## src/rtl/apb_timer_pkg.sv

```systemverilog
// Shared constants for the APB timer: register offsets, CTRL/STATUS bit
// positions, the read wait-state FSM encoding and a byte-lane merge helper.
package apb_timer_pkg;

  localparam logic [11:0] REG_CTRL     = 12'h000;
  localparam logic [11:0] REG_PRESCALE = 12'h004;
  localparam logic [11:0] REG_LOAD     = 12'h008;
  localparam logic [11:0] REG_COUNT    = 12'h00C;
  localparam logic [11:0] REG_CMP      = 12'h010;
  localparam logic [11:0] REG_STATUS   = 12'h014;

  localparam int unsigned CTRL_EN          = 0;
  localparam int unsigned CTRL_AUTO_RELOAD = 1;
  localparam int unsigned CTRL_OVF_IE      = 2;
  localparam int unsigned CTRL_CMP_IE      = 3;

  localparam int unsigned STAT_OVF = 0;
  localparam int unsigned STAT_CMP = 1;

  typedef enum logic {
    RD_IDLE = 1'b0,
    RD_WAIT = 1'b1
  } rd_state_e;

  // Replace the byte lanes of old_v selected by strb with those of new_v.
  function automatic logic [31:0] apply_strb(input logic [31:0] old_v,
                                             input logic [31:0] new_v,
                                             input logic [3:0]  strb);
    logic [31:0] res;
    res = old_v;
    for (int i = 0; i < 4; i++) begin
      if (strb[i]) res[8*i +: 8] = new_v[8*i +: 8];
      else         res[8*i +: 8] = old_v[8*i +: 8];
    end
    return res;
  endfunction

endpackage

```

## src/rtl/apb_timer_cnt.sv

```systemverilog
// Prescaler and down-counter core: generates ticks, counts down, reloads or
// stops at zero, and emits single-cycle overflow / compare set pulses.
module apb_timer_cnt
  import apb_timer_pkg::*;
#(
  parameter int unsigned timer_width = 32
) (
  input  logic                   clk,
  input  logic                   rst_n,
  input  logic                   en_i,
  input  logic                   auto_reload_i,
  input  logic                   start_i,
  input  logic [15:0]            prescale_i,
  input  logic [timer_width-1:0] load_i,
  input  logic [timer_width-1:0] cmp_i,
  output logic [timer_width-1:0] count_o,
  output logic                   ovf_set_o,
  output logic                   cmp_set_o,
  output logic                   oneshot_clr_o
);

  localparam logic [timer_width-1:0] CNT_ONE = timer_width'(1);

  logic [15:0]            pcnt_q, pcnt_d;
  logic [timer_width-1:0] count_q, count_d, count_dec_s;
  logic                   tick_s;

  assign tick_s      = en_i & (pcnt_q == prescale_i);
  assign count_dec_s = count_q - CNT_ONE;
  assign count_o     = count_q;

  // Next-state for prescaler and counter; start only occurs while disabled
  always_comb begin
    pcnt_d        = pcnt_q;
    count_d       = count_q;
    ovf_set_o     = 1'b0;
    cmp_set_o     = 1'b0;
    oneshot_clr_o = 1'b0;
    if (start_i) begin
      pcnt_d  = 16'd0;
      count_d = load_i;
    end else if (tick_s) begin
      pcnt_d = 16'd0;
      if (count_q != '0) begin
        count_d   = count_dec_s;
        cmp_set_o = (count_dec_s == cmp_i);
      end else begin
        ovf_set_o = 1'b1;
        if (auto_reload_i) begin
          count_d = load_i;
        end else begin
          count_d       = count_q;
          oneshot_clr_o = 1'b1;
        end
      end
    end else if (en_i) begin
      pcnt_d = pcnt_q + 16'd1;
    end else begin
      pcnt_d = pcnt_q;
    end
  end

  // Counter state registers
  always_ff @(posedge clk or negedge rst_n) begin
    if (!rst_n) begin
      pcnt_q  <= 16'd0;
      count_q <= '0;
    end else begin
      pcnt_q  <= pcnt_d;
      count_q <= count_d;
    end
  end

endmodule

```

## src/rtl/apb_timer.sv

```systemverilog
// APB timer top: register file, address decode / error response, W1C status,
// optional read wait state and the registered interrupt output.
module apb_timer
  import apb_timer_pkg::*;
#(
  parameter int unsigned timer_width = 32,
  parameter int unsigned read_wait   = 0
) (
  input  logic        clk,
  input  logic        rst_n,
  input  logic [31:0] paddr,
  input  logic        psel,
  input  logic        penable,
  input  logic        pwrite,
  input  logic [2:0]  pprot,
  input  logic [3:0]  pstrb,
  input  logic [31:0] pwdata,
  output logic        pready,
  output logic        pslverr,
  output logic [31:0] prdata,
  output logic        irq
);

  logic                   access_s, mapped_s, err_s, wr_s;
  logic [11:0]            offs_s;
  logic [31:0]            rdata_s, prescale_m_s, load_m_s, cmp_m_s;
  logic                   wr_ctrl_s, wr_prescale_s, wr_load_s, wr_cmp_s, wr_status_s;
  logic                   start_s, ovf_set_s, cmp_set_s, oneshot_clr_s;
  logic [1:0]             clr_s;
  logic [3:0]             ctrl_q, ctrl_d;
  logic [15:0]            prescale_q, prescale_d;
  logic [timer_width-1:0] load_q, load_d, cmp_q, cmp_d, count_s;
  logic                   ovf_q, ovf_d, cmpf_q, cmpf_d, irq_q, irq_d;
  logic                   unused_s;

  assign access_s = psel & penable;
  assign offs_s   = {paddr[11:2], 2'b00};

  // Address decode
  always_comb begin
    case (offs_s)
      REG_CTRL, REG_PRESCALE, REG_LOAD,
      REG_COUNT, REG_CMP, REG_STATUS: mapped_s = 1'b1;
      default:                        mapped_s = 1'b0;
    endcase
  end

  assign err_s         = ~mapped_s | (pwrite & (offs_s == REG_COUNT));
  assign wr_s          = access_s & pwrite & ~err_s;
  assign wr_ctrl_s     = wr_s & (offs_s == REG_CTRL) & pstrb[0];
  assign wr_prescale_s = wr_s & (offs_s == REG_PRESCALE);
  assign wr_load_s     = wr_s & (offs_s == REG_LOAD);
  assign wr_cmp_s      = wr_s & (offs_s == REG_CMP);
  assign wr_status_s   = wr_s & (offs_s == REG_STATUS) & pstrb[0];

  assign prescale_m_s = apply_strb(32'(prescale_q), pwdata, pstrb);
  assign load_m_s     = apply_strb(32'(load_q), pwdata, pstrb);
  assign cmp_m_s      = apply_strb(32'(cmp_q), pwdata, pstrb);
  assign start_s      = wr_ctrl_s & ~ctrl_q[CTRL_EN] & pwdata[CTRL_EN];
  assign clr_s        = wr_status_s ? pwdata[1:0] : 2'b00;
  assign unused_s     = ^{pprot, paddr[31:12], paddr[1:0],
                          prescale_m_s[31:16], load_m_s, cmp_m_s};

  // The counter sees the pre-write CTRL value; a CTRL write lands next cycle
  apb_timer_cnt #(.timer_width(timer_width)) u_cnt (
    .clk           (clk),
    .rst_n         (rst_n),
    .en_i          (ctrl_q[CTRL_EN]),
    .auto_reload_i (ctrl_q[CTRL_AUTO_RELOAD]),
    .start_i       (start_s),
    .prescale_i    (prescale_q),
    .load_i        (load_q),
    .cmp_i         (cmp_q),
    .count_o       (count_s),
    .ovf_set_o     (ovf_set_s),
    .cmp_set_o     (cmp_set_s),
    .oneshot_clr_o (oneshot_clr_s)
  );

  // Register next-state; a software CTRL write overrides the one-shot clear
  always_comb begin
    ctrl_d     = ctrl_q;
    prescale_d = prescale_q;
    load_d     = load_q;
    cmp_d      = cmp_q;
    if (wr_ctrl_s)          ctrl_d          = pwdata[3:0];
    else if (oneshot_clr_s) ctrl_d[CTRL_EN] = 1'b0;
    else                    ctrl_d          = ctrl_q;
    if (wr_prescale_s) prescale_d = prescale_m_s[15:0];
    else               prescale_d = prescale_q;
    if (wr_load_s) load_d = load_m_s[timer_width-1:0];
    else           load_d = load_q;
    if (wr_cmp_s) cmp_d = cmp_m_s[timer_width-1:0];
    else          cmp_d = cmp_q;
    ovf_d  = ovf_set_s | (ovf_q & ~clr_s[STAT_OVF]);
    cmpf_d = cmp_set_s | (cmpf_q & ~clr_s[STAT_CMP]);
    irq_d  = (ovf_q & ctrl_q[CTRL_OVF_IE]) | (cmpf_q & ctrl_q[CTRL_CMP_IE]);
  end

  // Register file, flags and interrupt
  always_ff @(posedge clk or negedge rst_n) begin
    if (!rst_n) begin
      ctrl_q     <= 4'd0;
      prescale_q <= 16'd0;
      load_q     <= '0;
      cmp_q      <= '0;
      ovf_q      <= 1'b0;
      cmpf_q     <= 1'b0;
      irq_q      <= 1'b0;
    end else begin
      ctrl_q     <= ctrl_d;
      prescale_q <= prescale_d;
      load_q     <= load_d;
      cmp_q      <= cmp_d;
      ovf_q      <= ovf_d;
      cmpf_q     <= cmpf_d;
      irq_q      <= irq_d;
    end
  end

  assign irq = irq_q;

  // Read data mux; unmapped offsets read as zero
  always_comb begin
    case (offs_s)
      REG_CTRL:     rdata_s = 32'(ctrl_q);
      REG_PRESCALE: rdata_s = 32'(prescale_q);
      REG_LOAD:     rdata_s = 32'(load_q);
      REG_COUNT:    rdata_s = 32'(count_s);
      REG_CMP:      rdata_s = 32'(cmp_q);
      REG_STATUS:   rdata_s = {30'd0, cmpf_q, ovf_q};
      default:      rdata_s = 32'd0;
    endcase
  end

  if (read_wait == 0) begin : g_rw0
    assign pready  = 1'b1;
    assign pslverr = access_s & err_s;
    assign prdata  = (access_s & ~pwrite) ? rdata_s : 32'd0;
  end else begin : g_rw1
    rd_state_e   state_q, state_d;
    logic [31:0] prdata_q, prdata_d;
    logic        rd_first_s;

    assign rd_first_s = access_s & ~pwrite & (state_q == RD_IDLE);

    // Read wait-state FSM: capture data in the first access cycle
    always_comb begin
      state_d  = state_q;
      prdata_d = prdata_q;
      case (state_q)
        RD_IDLE: begin
          if (rd_first_s) begin
            state_d  = RD_WAIT;
            prdata_d = rdata_s;
          end else begin
            state_d  = RD_IDLE;
            prdata_d = 32'd0;
          end
        end
        RD_WAIT: begin
          state_d  = RD_IDLE;
          prdata_d = 32'd0;
        end
        default: begin
          state_d  = RD_IDLE;
          prdata_d = 32'd0;
        end
      endcase
    end

    // Wait-state registers
    always_ff @(posedge clk or negedge rst_n) begin
      if (!rst_n) begin
        state_q  <= RD_IDLE;
        prdata_q <= 32'd0;
      end else begin
        state_q  <= state_d;
        prdata_q <= prdata_d;
      end
    end

    assign pready  = ~rd_first_s;
    assign pslverr = access_s & pready & err_s;
    assign prdata  = (access_s & ~pwrite & (state_q == RD_WAIT)) ? prdata_q : 32'd0;
  end

endmodule

```

## config.mk

```make
export PLATFORM = sky130hd
export DESIGN_NAME = apb_timer
export DESIGN_NICKNAME = d
export VERILOG_FILES = /design/src/rtl/apb_timer_pkg.sv /design/src/rtl/apb_timer_cnt.sv /design/src/rtl/apb_timer.sv
export SDC_FILE = /design/constraint.sdc
export NUM_CORES = 1
export LEC_CHECK = 0
export CORE_ASPECT_RATIO = 0.8
export CORE_MARGIN = 4
export CORE_UTILIZATION = 55
export CTS_CLUSTER_DIAMETER = 40
export CTS_CLUSTER_SIZE = 16
export DETAILED_ROUTE_END_ITERATION = 8
export PLACE_DENSITY = 0.86
export SLEW_MARGIN = 10
export SYNTH_ARGS = -nofsm -noshare
export SYNTH_HDL_FRONTEND = slang
export SYNTH_HIERARCHICAL = 1
export SYNTH_SLANG_ARGS = --single-unit
```

## constraint.sdc

```tcl
create_clock -name clk -period 9.7 [get_ports clk]
set_input_delay 0.97 -clock clk [delete_from_list [all_inputs] [get_ports clk]]
set_output_delay 0.97 -clock clk [all_outputs]
set_load 0.02 [all_outputs]
```

==> Word level (Yosys, flattened, before mapping) <==
Cells that the tools add are included.
{ "totals": {"out_inout_bits": 35, "reg_bits": 135} }
{ "op_classes": {"n_bitwise": 30, "n_reduce_logical": 18, "n_eq_ne": 7, "n_addsub": 2, "muxes": 23} }
{ "op_table": {"columns": ["op", "count"], "rows": [
  ["one-hot mux 32 bit (6 select lines)", 1],
  ["2-to-1 mux 32 bit", 5],
  ["2-to-1 mux 16 bit", 3],
  ["equality test 32 bit", 1],
  ["nonzero test 32 bit", 1],
  ["subtractor 32 x 1 -> 32 bit (second input constant)", 1],
  ["AND reduction 2 bit", 11],
  ["bitwise AND 1 bit", 20],
  ["equality test 10 x 2 -> 1 bit (second input constant)", 2],
  ["equality test 10 x 3 -> 1 bit (second input constant)", 2],
  ["adder 16 x 1 -> 16 bit (second input constant)", 1],
  ["equality test 16 bit", 1],
  ["2-to-1 mux 1 bit", 13],
  ["zero test 12 bit", 1],
  ["equality test 10 x 1 -> 1 bit (second input constant)", 1],
  ["inverter 1 bit", 6],
  ["nonzero test 3 bit", 2],
  ["OR reduction 6 bit", 1],
  ["bitwise OR 1 bit", 4],
  ["nonzero test 2 bit", 2],
  ["2-to-1 mux 2 bit", 1]
]} }

==> Depth between registers and ports, before layout <==
{ "depth": {"ltp_word": 14, "ltp_mapped": 11} }

==> Cells and area by module <==
The synthesis kept the hierarchy.
{ "modules_own_cells": {"columns": ["mod", "seq_area_each_um2", "n_inst", "cells_each", "area_per_inst_um2"], "rows": [
  ["apb_timer", 2177.1, 1, 356, 4443.0],
  ["apb_timer_cnt", 1201.2, 1, 492, 3928.8]
]} }

==> Least setup slack after synthesis <==
OpenSTA, ideal clock, no wires.
{ "synth_path": {"path_type": "input to output", "start": "in paddr[7]", "end": "out prdata[21]", "path_stages": 6, "t_arrival_ps": 2868, "setup_slack_ps": 5862, "cell_sequence": "or4_1 > buf_2 > nor4_2 > buf_2 > a22oi_1 > nor2_1"} }
{ "synth_between": {"elab_chain_len": 3} }
{ "synth_lines": {"columns": ["item", "line_no", "source"], "rows": [
  ["start, declared", "apb_timer.sv:11", "input logic [31:0] paddr,"],
  ["equality test 10 x 3 -> 1 bit, or another cell as far along", "apb_timer.sv:125", "case (offs_s)"],
  ["one-hot mux 32 bit (6 select lines) *", "apb_timer.sv:125", null],
  ["2-to-1 mux 32 bit *", "apb_timer.sv:139", "assign prdata = (access_s & ~pwrite) ? rdata_s : 32'd0;"],
  ["end, declared", "apb_timer.sv:20", "output logic [31:0] prdata,"]
]} }
Mark *: on every way between the ends. The rest lies on a longest branch, timed or not.

==> Worst setup path after layout <==
{ "layout_path": {"start": "in paddr[7]", "end": "out prdata[30]"} }
Same word-level chain as after synthesis.

==> results.json <==
{
  "status": "completed",
  "htree_levels": 4,
  "seq_area_mm2": 0.003378,
  "slowest_stage": "nor3_2",
  "cts_root_buf": "clkbuf_16",
  "synth_top_area_cell": "dfrtp_1",
  "chipWidth_um": 145.9,
  "floorplan.rows": 40,
  "start_util_pct": 55.94,
  "power_switching_share_pct": 21.45,
  "drtIter0Drc": 860,
  "final.period_utilization_pct": 52.93,
  "power_frac_comb_pct": 4.9,
  "grt_usage_pct": 27.15,
  "syn_area_mm2": 0.008372,
  "r2r_start": "u_cnt/count_o[15]$_DFFE_PN0P_",
  "overflow": 0,
  "syn-num-nets": 927,
  "fp.dieH_um": 118.4,
  "ys_seq_area_share_pct": 40.35,
  "clock_power_share_pct": 52.9,
  "ys_async_sr_fraction_pct": 100.0,
  "synth_area_leaders": "dfrtp_1, mux2_2, xnor2_1",
  "grt_max_degree": 81,
  "reg2reg_slack_ps": 5600,
  "p_sw_uw": 288.6,
  "grt_first_pass_wirelength_um": 37970,
  "max-vdd-ir-drop_v": 0.0001277,
  "ant_nets": 0,
  "clkLatencyLatePin_ps": 430,
  "skew_ps": 8.111,
  "worstMarginPinSlew_ps": 1225,
  "crit_path_start_kind": "input pin",
  "port_buffers": 84,
  "fin_crit_ps": 5134,
  "synth_top_area_share_pct": 40.35,
  "worst_r2r_endpoint": "cmpf_q$_DFF_PN0_",
  "synth.most_common_cell": "dfrtp_1",
  "cts_num_sinks": 135,
  "yosys_warnings": 6,
  "critical_path_arrival_ps": 4160,
  "crit_chain": "clkdlybuf4s50_1 > or4_1 > nor3_2 > a22oi_1 > nor2_1 > clkdlybuf4s50_1",
  "route.vias.total": 7343,
  "slew_violations": 0,
  "cts_setup_buffers": 0,
  "p_int_uw": 1057,
  "antenna_found_initial": 0,
  "clk_path_buf_depth": 2,
  "antennaDiodeCount": 0,
  "ys.flop_type": "dfrtp_1",
  "critPathMaxFanout": 16,
  "cts_buffers": 17,
  "critical_path_class": "input pin to primary output",
  "clk_pin_slew_ps": 60,
  "sequentialPowerShare_pct": 42.2,
  "rsz0062_at_grt": "no",
  "core_area_mm2": 0.01496,
  "synth_cell_types": 66,
  "wl_per_cell_um": 21.13,
  "p_leak_uw": 0.004003,
  "yosys-top-cells-count": "dfrtp_1, mux2_2, nor2_1, xnor2_1, a21oi_1",
  "hold_class": "input pin to async pin",
  "postLayoutCellArea_mm2": 0.009961,
  "die_area_mm2": 0.01727,
  "drtPass1Iterations": 6,
  "synth-edff-count": 0,
  "cap_violations": 0,
  "cp_top_family": "simple AND/OR/NAND/NOR gates",
  "syn_area_per_cell_um2": 9.872,
  "hold_viol": 0,
  "gp_congestion": 0.9061,
  "crit_top_cell": "clkdlybuf4s50_1",
  "layout-drive-gt1-share_pct": 17.84,
  "ys_ff_latch": 135,
  "syn2layout_area_growth_pct": 18.98,
  "crit_buf_inv": 2,
  "postRouteWirelength_um": 23540,
  "place_area_mm2": 0.009316,
  "setup_viol": 0,
  "cts_tree": "done",
  "powerDensity_mw_per_mm2": 135.1,
  "final_nets": 991,
  "rr_worst_depth": 8,
  "dp_hpwl_um": 15880,
  "cts_hold_buf": 0,
  "cpPeakStageDelay_ps": 1040,
  "critPathCaptureType": "primary output",
  "required_ps": 8730,
  "final.setup.tns_ps": 0,
  "post_cts_resized": 0,
  "vias_per_cell": 6.592,
  "maxSlewHeadroom_pct": 17.92,
  "synthCells": 848,
  "drc_errors": 0,
  "multi_input_area_mm2": 0.004752,
  "n_fill_cell": 1115,
  "fmax_ghz": 0.1948,
  "final_util_pct": 66.56,
  "grt_pass1_vias": 7186,
  "ioPinCount": 111
}
through the flow:
step                cells  hold WS (ps)  worst slack [ps]  total power, uW
global placement     1082         489.1              4651            641.6
floorplan             848         473.4              5862            600.7
finish               1114         502.9              4566             1345
detailed placement   1082         494.6              4635            642.9
CTS                  1114         507.4              4620             1350
global route         1114         537.9              4391             1384
cells in the final DEF (no fill, tap or decap), types with 6 or more instances in the layout:
cell,netlist,routed
mux2i_1,15,15
o22a_1,13,13
clkbuf_16,0,17
nand2b_1,10,10
o21ai_0,30,30
nand3_1,25,25
or4_1,6,6
a22oi_1,33,33
xnor2_1,58,58
o21ai_1,10,10
nor2_1,78,77
clkdlybuf4s50_1,0,82
mux2_2,96,96
nor4_1,12,12
a31oi_1,6,6
inv_1,15,15
a21oi_1,49,49
xor2_1,22,22
buf_4,1,7
dfrtp_1,135,135
nor3_1,29,28
nand2_1,35,35
o22ai_1,9,9
nand4_1,17,17
or3_1,9,9
nor2b_1,9,9
layout make-up:
type,count,area share [%]
Tap cell,189,2.374
Clock buffer,19,4.447
Timing Repair Buffer,91,8.931
Inverter,16,0.6029
Multi-Input combinational cell,651,47.71
Sequential cell,135,33.92
Clock inverter,13,2.022
worst register-to-register path, delay by kind of cell (launching register included):
family / cells / cell delay [ps]
flops: 1 / 480
compound gates: 1 / 170
simple gates: 7 / 3340
cells by family (layout without fill, tap and decap cells):
group / count (synthesis) / in the layout / share of synthesized area (%)
xor+xnor: 80 / 80 / 8.369
mux: 120 / 120 / 16.45
buf+inv: 62 / 139 / 2.974
simple gates: 274 / 274 / 18.22
fa+ha+maj: 3 / 3 / 0.4484
compound gates: 173 / 173 / 13.14
other cells: 1 / 1 / 0.04479
flops: 135 / 135 / 40.35
power by group through the flow:
| stage | clock network [uW] | logic [uW] | registers (uW) |
|---|---|---|---|
| after global placement | 0 | 64.6 | 577 |
| after floorplan | 0 | 24.0 | 577 |
| after detailed placement | 0 | 65.8 | 577 |
| after CTS | 717 | 66.5 | 567 |
| after global routing | 745 | 71.9 | 567 |
| final | 712 | 66.0 | 567 |
how the worst max path moves through the flow:
stage | start | to | slack, ps | cells after the start
after floorplan | paddr[7] | prdata[21] | 5860 | 6
after CTS | paddr[7] | prdata[30] | 4620 | 6
after detailed placement | paddr[7] | prdata[30] | 4630 | 6
after global placement | paddr[7] | prdata[30] | 4650 | 6
after global routing | paddr[7] | prdata[31] | 4390 | 6
final | paddr[7] | prdata[30] | 4570 | 6
state kept, by name (all words and copies together) (netlist names):
register / flops
load_q: 32
u_cnt/pcnt_q: 16
cmp_q: 32
u_cnt/count_o: 32
ctrl_q: 4
cmpf_q: 1
ovf_q: 1
prescale_q: 16
irq: 1
routing by layer:
| metal | global-route usage (%) | share of wire, % | up-vias |
|---|---|---|---|
| met5 | 0 | 0 | - |
| met4 | 7.592 | 1.7 | 0 |
| met3 | 6.363 | 8.6 | 48 |
| met2 | 42.20 | 47 | 400 |
| met1 | 38.26 | 43 | 3652 |
| li1 | - | - | 3243 |
No activity file was read; power rests on OpenSTA's default activity.
